### config.mk
export PLATFORM = sky130hd
export DESIGN_NAME = btn_event_scheduler
export DESIGN_NICKNAME = d
export VERILOG_FILES = /design/src/rtl/btn_evt_pkg.sv /design/src/rtl/btn_event_fsm.sv /design/src/rtl/btn_event_scheduler.sv
export SDC_FILE = /design/constraint.sdc
export NUM_CORES = 1
export LEC_CHECK = 0
export BUFFER_PORTS_ARGS = -buffer_cell sky130_fd_sc_hd__buf_2
export CORE_MARGIN = 1.5
export CORE_UTILIZATION = 30
export CTS_CLUSTER_DIAMETER = 80
export DETAILED_ROUTE_END_ITERATION = 8
export HOLD_SLACK_MARGIN = 0.15
export PLACE_DENSITY = 0.49
export SYNTH_ARGS = -nofsm -noshare
export SYNTH_HDL_FRONTEND = slang
export SYNTH_HIERARCHICAL = 1
export SYNTH_SLANG_ARGS = --single-unit
### constraint.sdc
create_clock -name clk -period 2.5 [get_ports clk]
set_input_delay 0.125 -clock clk [delete_from_list [all_inputs] [get_ports clk]]
set_output_delay 0.125 -clock clk [all_outputs]
set_load 0.01 [all_outputs]
### src/rtl/btn_evt_pkg.sv
// Shared constants for the button event scheduler: event kind codes and
// the per-button FSM state encoding.
package btn_evt_pkg;

  localparam logic [1:0] EVT_PRESS   = 2'd0;
  localparam logic [1:0] EVT_LONG    = 2'd1;
  localparam logic [1:0] EVT_REPEAT  = 2'd2;
  localparam logic [1:0] EVT_RELEASE = 2'd3;

  typedef enum logic [1:0] {
    ST_IDLE    = 2'd0,
    ST_PRESSED = 2'd1,
    ST_HELD    = 2'd2
  } btn_state_e;

endpackage

### src/rtl/btn_event_fsm.sv
// One button's edge detector, press/hold/auto-repeat FSM and hold/repeat
// counter. post_o/kind_o are combinational and valid in the cycle the
// edge or count terminal is seen; the top registers them into a slot.
module btn_event_fsm
  import btn_evt_pkg::*;
#(
  parameter int HOLD_CYCLES   = 50_000_000,
  parameter int REPEAT_CYCLES = 10_000_000,
  parameter bit REPEAT_EN     = 1'b1,
  parameter int CNT_W         = 26
) (
  input  logic       clk,
  input  logic       rst,
  input  logic       btn_i,
  output logic       post_o,
  output logic [1:0] kind_o,
  output logic [1:0] state_o
);

  localparam logic [CNT_W-1:0] HOLD_LAST   = CNT_W'(HOLD_CYCLES - 1);
  localparam logic [CNT_W-1:0] REPEAT_LAST = CNT_W'(REPEAT_CYCLES - 1);

  btn_state_e       state_q, state_d;
  logic [CNT_W-1:0] cnt_q, cnt_d;
  logic             btn_q;
  logic             rise, fall;

  assign rise    = btn_i & ~btn_q;
  assign fall    = ~btn_i & btn_q;
  assign state_o = state_q;

  // Previous-level register loads even during reset, so a button held
  // through reset shows no rising edge afterwards.
  always_ff @(posedge clk) begin
    btn_q <= btn_i;
  end

  // State and counter registers.
  always_ff @(posedge clk) begin
    if (rst) begin
      state_q <= ST_IDLE;
      cnt_q   <= '0;
    end else begin
      state_q <= state_d;
      cnt_q   <= cnt_d;
    end
  end

  // Next-state, counter and event posting; a fall beats a count terminal.
  always_comb begin
    state_d = state_q;
    cnt_d   = cnt_q;
    post_o  = 1'b0;
    kind_o  = EVT_PRESS;
    case (state_q)
      ST_IDLE: begin
        if (rise) begin
          post_o  = 1'b1;
          kind_o  = EVT_PRESS;
          state_d = ST_PRESSED;
          cnt_d   = '0;
        end
      end
      ST_PRESSED: begin
        if (fall) begin
          post_o  = 1'b1;
          kind_o  = EVT_RELEASE;
          state_d = ST_IDLE;
          cnt_d   = '0;
        end else if (cnt_q == HOLD_LAST) begin
          post_o  = 1'b1;
          kind_o  = EVT_LONG;
          state_d = ST_HELD;
          cnt_d   = '0;
        end else begin
          cnt_d = cnt_q + CNT_W'(1);
        end
      end
      ST_HELD: begin
        if (fall) begin
          post_o  = 1'b1;
          kind_o  = EVT_RELEASE;
          state_d = ST_IDLE;
          cnt_d   = '0;
        end else if (!REPEAT_EN) begin
          cnt_d = '0;
        end else if (cnt_q == REPEAT_LAST) begin
          post_o = 1'b1;
          kind_o = EVT_REPEAT;
          cnt_d  = '0;
        end else begin
          cnt_d = cnt_q + CNT_W'(1);
        end
      end
      default: begin
        state_d = ST_IDLE;
        cnt_d   = '0;
      end
    endcase
  end

endmodule

### src/rtl/btn_event_scheduler.sv
// Turns NUM_BTN debounced button levels into one serialized event stream.
// Each button FSM posts into its own pending slot; a round-robin arbiter
// drains the slots into a valid/ready output register.
//
// Handshake: an event transfers on a cycle where evt_valid & evt_ready are
// both high. While evt_valid is high and evt_ready low, evt_id and evt_kind
// hold steady. The register reloads whenever it is empty or being drained.
module btn_event_scheduler
  import btn_evt_pkg::*;
#(
  parameter int NUM_BTN       = 4,
  parameter int HOLD_CYCLES   = 50_000_000,
  parameter int REPEAT_CYCLES = 10_000_000,
  parameter bit REPEAT_EN     = 1'b1,
  parameter int CNT_W         = 26,
  localparam int IDW          = $clog2(NUM_BTN)
) (
  input  logic                 clk,
  input  logic                 rst,
  input  logic [NUM_BTN-1:0]   btn_db,
  output logic                 evt_valid,
  input  logic                 evt_ready,
  output logic [IDW-1:0]       evt_id,
  output logic [1:0]           evt_kind,
  output logic                 drop_flag,
  output logic [2*NUM_BTN-1:0] dbg_state_o
);

  logic [NUM_BTN-1:0] post;
  logic [1:0]         post_kind [NUM_BTN];

  logic [NUM_BTN-1:0] slot_vld_q, slot_vld_d;
  logic [1:0]         slot_kind_q [NUM_BTN];
  logic [1:0]         slot_kind_d [NUM_BTN];
  logic               drop_q, drop_d;

  logic               evt_valid_q;
  logic [IDW-1:0]     evt_id_q;
  logic [1:0]         evt_kind_q;
  logic [IDW-1:0]     ptr_q;

  logic               load;
  logic               grant_found;
  logic [IDW-1:0]     grant_idx;
  logic [IDW-1:0]     ptr_next;

  for (genvar g = 0; g < NUM_BTN; g++) begin : g_btn
    btn_event_fsm #(
      .HOLD_CYCLES  (HOLD_CYCLES),
      .REPEAT_CYCLES(REPEAT_CYCLES),
      .REPEAT_EN    (REPEAT_EN),
      .CNT_W        (CNT_W)
    ) u_fsm (
      .clk    (clk),
      .rst    (rst),
      .btn_i  (btn_db[g]),
      .post_o (post[g]),
      .kind_o (post_kind[g]),
      .state_o(dbg_state_o[2*g +: 2])
    );
  end

  // Round-robin search: first pending slot at or above ptr, wrapping.
  always_comb begin
    grant_found = 1'b0;
    grant_idx   = '0;
    for (int k = 0; k < NUM_BTN; k++) begin
      if (!grant_found && slot_vld_q[(int'(ptr_q) + k) % NUM_BTN]) begin
        grant_found = 1'b1;
        grant_idx   = IDW'((int'(ptr_q) + k) % NUM_BTN);
      end
    end
  end

  assign load     = (!evt_valid_q || evt_ready) && grant_found;
  assign ptr_next = IDW'((int'(grant_idx) + 1) % NUM_BTN);

  // Slot update: clear on grant, write posts. A post into an occupied slot
  // either overwrites (LONG/RELEASE) or is discarded (REPEAT, and a PRESS
  // that would clobber a still-pending RELEASE); both count as drops. A
  // post into a slot being granted this cycle simply takes its place.
  always_comb begin
    slot_vld_d  = slot_vld_q;
    slot_kind_d = slot_kind_q;
    drop_d      = drop_q;
    for (int i = 0; i < NUM_BTN; i++) begin
      if (load && grant_idx == IDW'(i)) begin
        slot_vld_d[i] = 1'b0;
      end
      if (post[i]) begin
        if (!slot_vld_q[i] || (load && grant_idx == IDW'(i))) begin
          slot_vld_d[i]  = 1'b1;
          slot_kind_d[i] = post_kind[i];
        end else if (post_kind[i] == EVT_RELEASE || post_kind[i] == EVT_LONG) begin
          slot_kind_d[i] = post_kind[i];
          drop_d         = 1'b1;
        end else begin
          drop_d = 1'b1;
        end
      end
    end
  end

  // Pending slots and sticky drop flag.
  always_ff @(posedge clk) begin
    if (rst) begin
      slot_vld_q <= '0;
      drop_q     <= 1'b0;
      for (int i = 0; i < NUM_BTN; i++) begin
        slot_kind_q[i] <= EVT_PRESS;
      end
    end else begin
      slot_vld_q  <= slot_vld_d;
      slot_kind_q <= slot_kind_d;
      drop_q      <= drop_d;
    end
  end

  // Output register and round-robin pointer.
  always_ff @(posedge clk) begin
    if (rst) begin
      evt_valid_q <= 1'b0;
      evt_id_q    <= '0;
      evt_kind_q  <= EVT_PRESS;
      ptr_q       <= '0;
    end else if (load) begin
      evt_valid_q <= 1'b1;
      evt_id_q    <= grant_idx;
      evt_kind_q  <= slot_kind_q[grant_idx];
      ptr_q       <= ptr_next;
    end else if (evt_ready) begin
      evt_valid_q <= 1'b0;
    end
  end

  assign evt_valid = evt_valid_q;
  assign evt_id    = evt_id_q;
  assign evt_kind  = evt_kind_q;
  assign drop_flag = drop_q;

endmodule
==> impl_metrics.json, run 1 <==
{
  "status": "completed",
  "overflow": 0,
  "synth.distinct_cells": 68,
  "place_ws_ns": 0.0698,
  "ctsLongestPathBuffers": 2,
  "synth_warnings": 6,
  "finalPower_mw": 5.57,
  "die_w_um": 168,
  "start_util": 0.304,
  "crit_family": "simple AND/OR/NAND/NOR gates",
  "vias": 7664,
  "critPathMaxFanout": 9,
  "synth_edf_count": 0,
  "synthFlopType": "dfxtp_1",
  "grt_max_degree": 31,
  "syn_inst": 1047,
  "reg2reg_from": "g_btn[1].u_fsm/cnt_q[21]",
  "hp-class": "input port to flop",
  "slew_violations": 0,
  "dp_hpwl_um": 14900,
  "place_area_um2": 8940,
  "dr.pass1.iters": 5,
  "syn-cell-area_um2": 8180,
  "cts.sinks": 136,
  "diodes": 0,
  "crit_slowest_cell": "or4_1",
  "peakVddDrop_v": 0.000407,
  "fin_crit_sh": 0.943,
  "endpoint_kind": "flop",
  "fin_area_um2": 9630,
  "grt_pass1_wl_um": 36000,
  "timing.hold.ws_ns": 0.232,
  "max_slew_margin": 0.640,
  "cts_buffers": 17,
  "row_count": 60,
  "internal_power_mw": 4.06,
  "swShare": 0.271,
  "drcViolationCount": 0,
  "clk_pin_slew_worst_paths_ns": 0.06,
  "drtIter0Drc": 428,
  "worst-path-buf-inv": 0,
  "drt_wl_total_um": 21200,
  "pin_count": 21,
  "grt_util_all_layers": 0.155,
  "areaGrowthSynthToFinish_pct": 17.8,
  "p_sw_mw": 1.51,
  "gp_congestion": 0.797,
  "crit_type": "flop to flop",
  "grt_pass1_vias": 7199,
  "cp_slowest_stage_delay_ns": 0.57,
  "required_ns": 2.81,
  "post-route-min-period_ns": 2.36,
  "p_seq_frac": 0.404,
  "worstMarginPinSlew_ns": 0.538,
  "cp_cell_sequence": "or4_1, nor4_4, o22ai_1, o21a_1, and3_1, a211o_1",
  "clock_latency_ns": 0.43,
  "critPathLaunch": "g_btn[1].u_fsm/cnt_q[21]",
  "pwr-share-comb": 0.119,
  "io_buffers": 20,
  "drtAntennaViolNets": 0,
  "setup_ws_ns": 0.143,
  "skew_ns": 0.0206,
  "design.core.area_um2": 26900,
  "routedWlPerCell_um": 14.6,
  "final_common_cell": "dfxtp_1",
  "final_cell_mix": "135 x dfxtp_1, 134 x nand2_1, 65 x nand3_1",
  "finalSetupViolCount": 0,
  "ys_seq_area_frac": 0.333,
  "drive_gt1_frac": 0.121,
  "syn_area_per_cell_um2": 7.81,
  "synth_nets": 1078,
  "power_leakage_nw": 3.47,
  "maxCapViolCount": 0,
  "htree_num_levels": 4,
  "antenna_found_initial": 0,
  "async_flop_share": 0,
  "nNetsFinal": 1130,
  "fp.dieArea_um2": 28300,
  "hold_viol_final": 0,
  "pwr-share-clk": 0.477,
  "die_y_um": 168,
  "vias_per_cell": 5.27,
  "worst-endpoint-arrival_ns": 2.67,
  "cts_tree": "yes",
  "ys_ff_latch": 136,
  "power.density_nw_per_um2": 578,
  "start_kind": "flop",
  "fmax_ghz": 0.424,
  "worstHoldStart": "evt_ready",
  "cts_root_buffer": "clkbuf_16"
}
cell usage after synthesis, types with 6 or more instances:
| master | count | share of area |
|---|---|---|
| or3_1 | 27 | 0.021 |
| o221ai_1 | 12 | 0.013 |
| a21boi_0 | 9 | 0.0083 |
| nor4_1 | 11 | 0.0084 |
| and4_1 | 12 | 0.013 |
| a22o_1 | 6 | 0.0064 |
| clkbuf_1 | 27 | 0.012 |
| nand2_1 | 134 | 0.061 |
| o211a_1 | 6 | 0.0073 |
| nor2b_1 | 18 | 0.014 |
| nand2b_1 | 15 | 0.011 |
| o22ai_1 | 7 | 0.0054 |
| o21a_1 | 12 | 0.011 |
| xor2_1 | 8 | 0.0086 |
| o2111ai_1 | 15 | 0.016 |
| or4_4 | 6 | 0.0083 |
| mux2i_1 | 11 | 0.013 |
| or4_1 | 11 | 0.010 |
| and2_1 | 13 | 0.0099 |
| o211ai_1 | 18 | 0.017 |
| a21o_1 | 15 | 0.014 |
| nor3_1 | 28 | 0.017 |
| ha_1 | 24 | 0.037 |
| nand3_1 | 65 | 0.040 |
| o21ai_0 | 62 | 0.038 |
| buf_2 | 11 | 0.0067 |
| and3_1 | 16 | 0.012 |
| nor2_1 | 65 | 0.030 |
| a22oi_1 | 21 | 0.019 |
| nand4_1 | 24 | 0.018 |
| o311ai_0 | 15 | 0.016 |
| a21oi_1 | 48 | 0.029 |
| inv_1 | 57 | 0.026 |
| dfxtp_1 | 136 | 0.33 |
sequential cells by signal, indices dropped and copies added (netlist names):
signal               cells
slot_vld_q               4
evt_valid                1
ptr_q                    2
drop_flag                1
g_btn.u_fsm/cnt_q      104
slot_kind_q              8
g_btn.u_fsm/state_o      8
evt_kind                 2
evt_id                   2
g_btn.u_fsm/btn_q        4
power groups by stage:
stage,clock (mW),combinational [mW],sequential (mW)
6_report,2.66,0.663,2.25
5_1_grt,2.85,0.739,2.26
4_1_cts,2.76,0.667,2.25
3_5_place_dp,0,0.656,2.30
3_3_place_gp,0,0.660,2.30
2_1_floorplan,0,0.452,2.30
what timing repair did:
item | in CTS | in global routing
gates resized for setup | 0 | 6
setup endpoints to repair | 0 | 37
buffers inserted | 0 | 0
hold buffers | 5 | 0
endpoints found under the hold margin | 5 | 0
metal layers:
layer	up-vias	track usage	wire length, µm
li1	4007	-	-
met2	94	0.244	9500
met4	0	0.0423	148
met5	-	0	0
met3	10	0.0341	586
met1	3553	0.212	11000
area by class of cell:
class / count / area [µm²]
clock inverter: 13 / 169
multi-input combinational: 811 / 5090
inverter: 57 / 214
clock buffer: 19 / 443
tap: 341 / 427
sequential: 136 / 2720
fill: 2789 / 17200
timing repair buffer: 76 / 571
final timing paths:
| check | to | slack (ns) | cells after the start |
|---|---|---|---|
| min reg2reg | evt_id[1] | 0.47 | 2 |
| min | evt_valid | 0.23 | 3 |
| max | g_btn[1].u_fsm/cnt_q[24] | 0.14 | 6 |
| max reg2reg | g_btn[1].u_fsm/cnt_q[24] | 0.14 | 6 |
cell families after synthesis:
| logic type | count (synthesis) | share of synthesized area |
|---|---|---|
| and+or+nand+nor | 481 | 0.315 |
| AOI/OAI and AO/OA | 286 | 0.243 |
| DFF | 136 | 0.333 |
| buffers and inverters | 100 | 0.0493 |
| adders and majority gates | 24 | 0.0367 |
| muxes | 12 | 0.0148 |
| xor gates and xnor gates | 8 | 0.00857 |
stage by stage:
step | setup TNS [ns] | cells | utilization
2_1_floorplan | 0 | 1047 | -
5_1_grt | -0.00782 | 1453 | 0.358
3_5_place_dp | 0 | 1416 | 0.333
4_1_cts | 0 | 1453 | 0.357
3_3_place_gp | 0 | 1416 | 0.333
6_report | 0 | 1453 | 0.358
worst min-delay path, delay by kind of cell:
family / cells / cell delay (ns)
AND/OR/NAND/NOR: 1 / 0.26
buffers and inverters: 1 / 0.11
AO/OA/AOI/OAI: 1 / 0.10
No activity file was read; power rests on OpenSTA's default activity.
==> inputs of run 2 (changes only) <==
--- a/config.mk
+++ b/config.mk
@@ -5,13 +5,14 @@
 export SDC_FILE = /design/constraint.sdc
 export NUM_CORES = 1
 export LEC_CHECK = 0
-export BUFFER_PORTS_ARGS = -buffer_cell sky130_fd_sc_hd__buf_2
+export ABC_CLOCK_PERIOD_IN_PS = 2500
 export CORE_MARGIN = 1.5
-export CORE_UTILIZATION = 30
+export CORE_UTILIZATION = 60
 export CTS_CLUSTER_DIAMETER = 80
 export DETAILED_ROUTE_END_ITERATION = 8
+export DONT_BUFFER_PORTS = 1
 export HOLD_SLACK_MARGIN = 0.15
-export PLACE_DENSITY = 0.49
+export PLACE_DENSITY = 0.81
 export SYNTH_ARGS = -nofsm -noshare
 export SYNTH_HDL_FRONTEND = slang
 export SYNTH_HIERARCHICAL = 1
==> run 2 against run 1 <==
Non-clock buffer count is 21 lower. Cell count fell by 13%. Critical path type unchanged. Count of clock-buffer cells in the layout grew 3.
==> impl_metrics.json, run 2 (synthesis results as in run 1) <==
{
  "post-route-min-period_ns": 2.42,
  "overflow": 0,
  "cts.sinks": 136,
  "hp-class": "input port to flop",
  "grt_pass1_wl_um": 32700,
  "status": "completed",
  "ff2ff_setup_slack_ns": 0.08,
  "critPathMaxFanout": 6,
  "timing.hold.ws_ns": 0.188,
  "required_ns": 2.78,
  "io_buffers": 0,
  "finalPower_mw": 5.26,
  "final_cell_mix": "134 x nand2_1, 133 x dfxtp_1, 65 x nand3_1",
  "skew_ns": 0.00572,
  "start_util": 0.615,
  "maxCapViolCount": 0,
  "design.core.area_um2": 13300,
  "power_leakage_nw": 3.34,
  "endpoint_kind": "flop",
  "cts_root_buffer": "clkbuf_16",
  "drcViolationCount": 0,
  "fillers": 1103,
  "finalSetupViolCount": 0,
  "row_count": 42,
  "clk_pin_slew_worst_paths_ns": 0.06,
  "nNetsFinal": 1109,
  "drtIter0Drc": 545,
  "die_y_um": 120,
  "vias": 7812,
  "fin_area_um2": 9280,
  "largest_register_ffs": 104,
  "final_common_cell": "nand2_1",
  "die_w_um": 120,
  "start_kind": "flop",
  "peakVddDrop_v": 0.000439,
  "max_slew_margin": 0.584,
  "crit_type": "flop to flop",
  "cts_buffers": 17,
  "clock_latency_ns": 0.42,
  "pin_count": 21,
  "hold_viol_final": 0,
  "crit_family": "simple AND/OR/NAND/NOR gates",
  "worst-path-buf-inv": 0,
  "power.density_nw_per_um2": 567,
  "cp_cell_sequence": "nand4_1, or3_1, or4_4, or4_4, nand3_1, o311ai_2",
  "ctsLongestPathBuffers": 2,
  "htree_num_levels": 4,
  "cts_tree": "yes",
  "gp_congestion": 0.935,
  "grt_pass1_vias": 7106,
  "antenna_found_initial": 1,
  "drt_wl_total_um": 19300,
  "fin_crit_sh": 0.969,
  "fmax_ghz": 0.413,
  "drive_gt1_frac": 0.106,
  "cp_slowest_stage_delay_ns": 0.56,
  "areaGrowthSynthToFinish_pct": 13.4,
  "worstMarginPinSlew_ns": 0.622,
  "dr.pass1.iters": 5,
  "grt_max_degree": 44,
  "vias_per_cell": 6.16,
  "slew_violations": 0,
  "dp_hpwl_um": 13000,
  "routedWlPerCell_um": 15.2,
  "place_area_um2": 8570,
  "regMostFlops": "g_btn.u_fsm/cnt_q",
  "cp_common_cell": "or4_4",
  "grt_util_all_layers": 0.273,
  "drtAntennaViolNets": 0,
  "crit_slowest_cell": "or4_4",
  "fp.dieArea_um2": 14300,
  "worst-endpoint-arrival_ns": 2.71,
  "rsz0062_at_grt": "yes"
}
[run 2: worst min-delay path, stage by stage]
cell and delay, ns:
nand2b_1 0.21, nand2_1 0.13, a311oi_1 0.09
[run 2: timing repair]
action,4_1_cts,5_1_grt
buffers inserted,0,2
endpoints found under the setup margin,1,23
pin swaps,0,3
hold buffers,7,0
endpoints found under the hold margin,70,0
resized for setup,1,12
[run 2: final timing paths]
path	startpoint	endpoint	cells past startpoint
max	g_btn[0].u_fsm/cnt_q[5]	g_btn[0].u_fsm/cnt_q[25]	6
min	btn_db[2]	g_btn[2].u_fsm/state_o[1]	3
max reg2reg	g_btn[0].u_fsm/cnt_q[5]	g_btn[0].u_fsm/cnt_q[25]	6
min reg2reg	g_btn[0].u_fsm/cnt_q[8]	g_btn[0].u_fsm/cnt_q[8]	2
[run 2: layer usage]
metal / GRT usage / up-vias / part of all wire
li1: - / 3968 / -
met1: 0.364 / 3634 / 0.47
met2: 0.437 / 184 / 0.46
met3: 0.0665 / 26 / 0.061
met4: 0.0893 / 0 / 0.014
met5: 0 / - / 0
[run 2: cell type report]
cell class | instances | area [µm²] | share of cell area
multi-input combinational | 811 | 5100 | 0.549
sequential | 136 | 2730 | 0.294
clock buffer | 22 | 464 | 0.0500
timing repair buffer | 55 | 453 | 0.0488
tap | 176 | 220 | 0.0237
inverter | 57 | 214 | 0.0231
clock inverter | 10 | 96.3 | 0.0104
antenna | 2 | 5.00 | 0.000540
[run 2: report_power, final]
| group | switching [mW] | total [mW] | internal [mW] |
|---|---|---|---|
| Combinational | 0.402 | 0.635 | 0.233 |
| Sequential | 0.0501 | 2.26 | 2.21 |
| Clock | 0.941 | 2.36 | 1.42 |
[run 2: stage by stage]
step	util	worst slack, ns	setup TNS [ns]	std cells
final	0.698	0.0777	0	1269
after detailed placement	0.645	-0.00656	-0.00656	1226
after CTS	0.693	0.0113	0	1265
after global placement	0.645	0.143	0	1226
after global routing	0.697	-0.0885	-0.0885	1267
after floorplan	-	0.281	0	1047
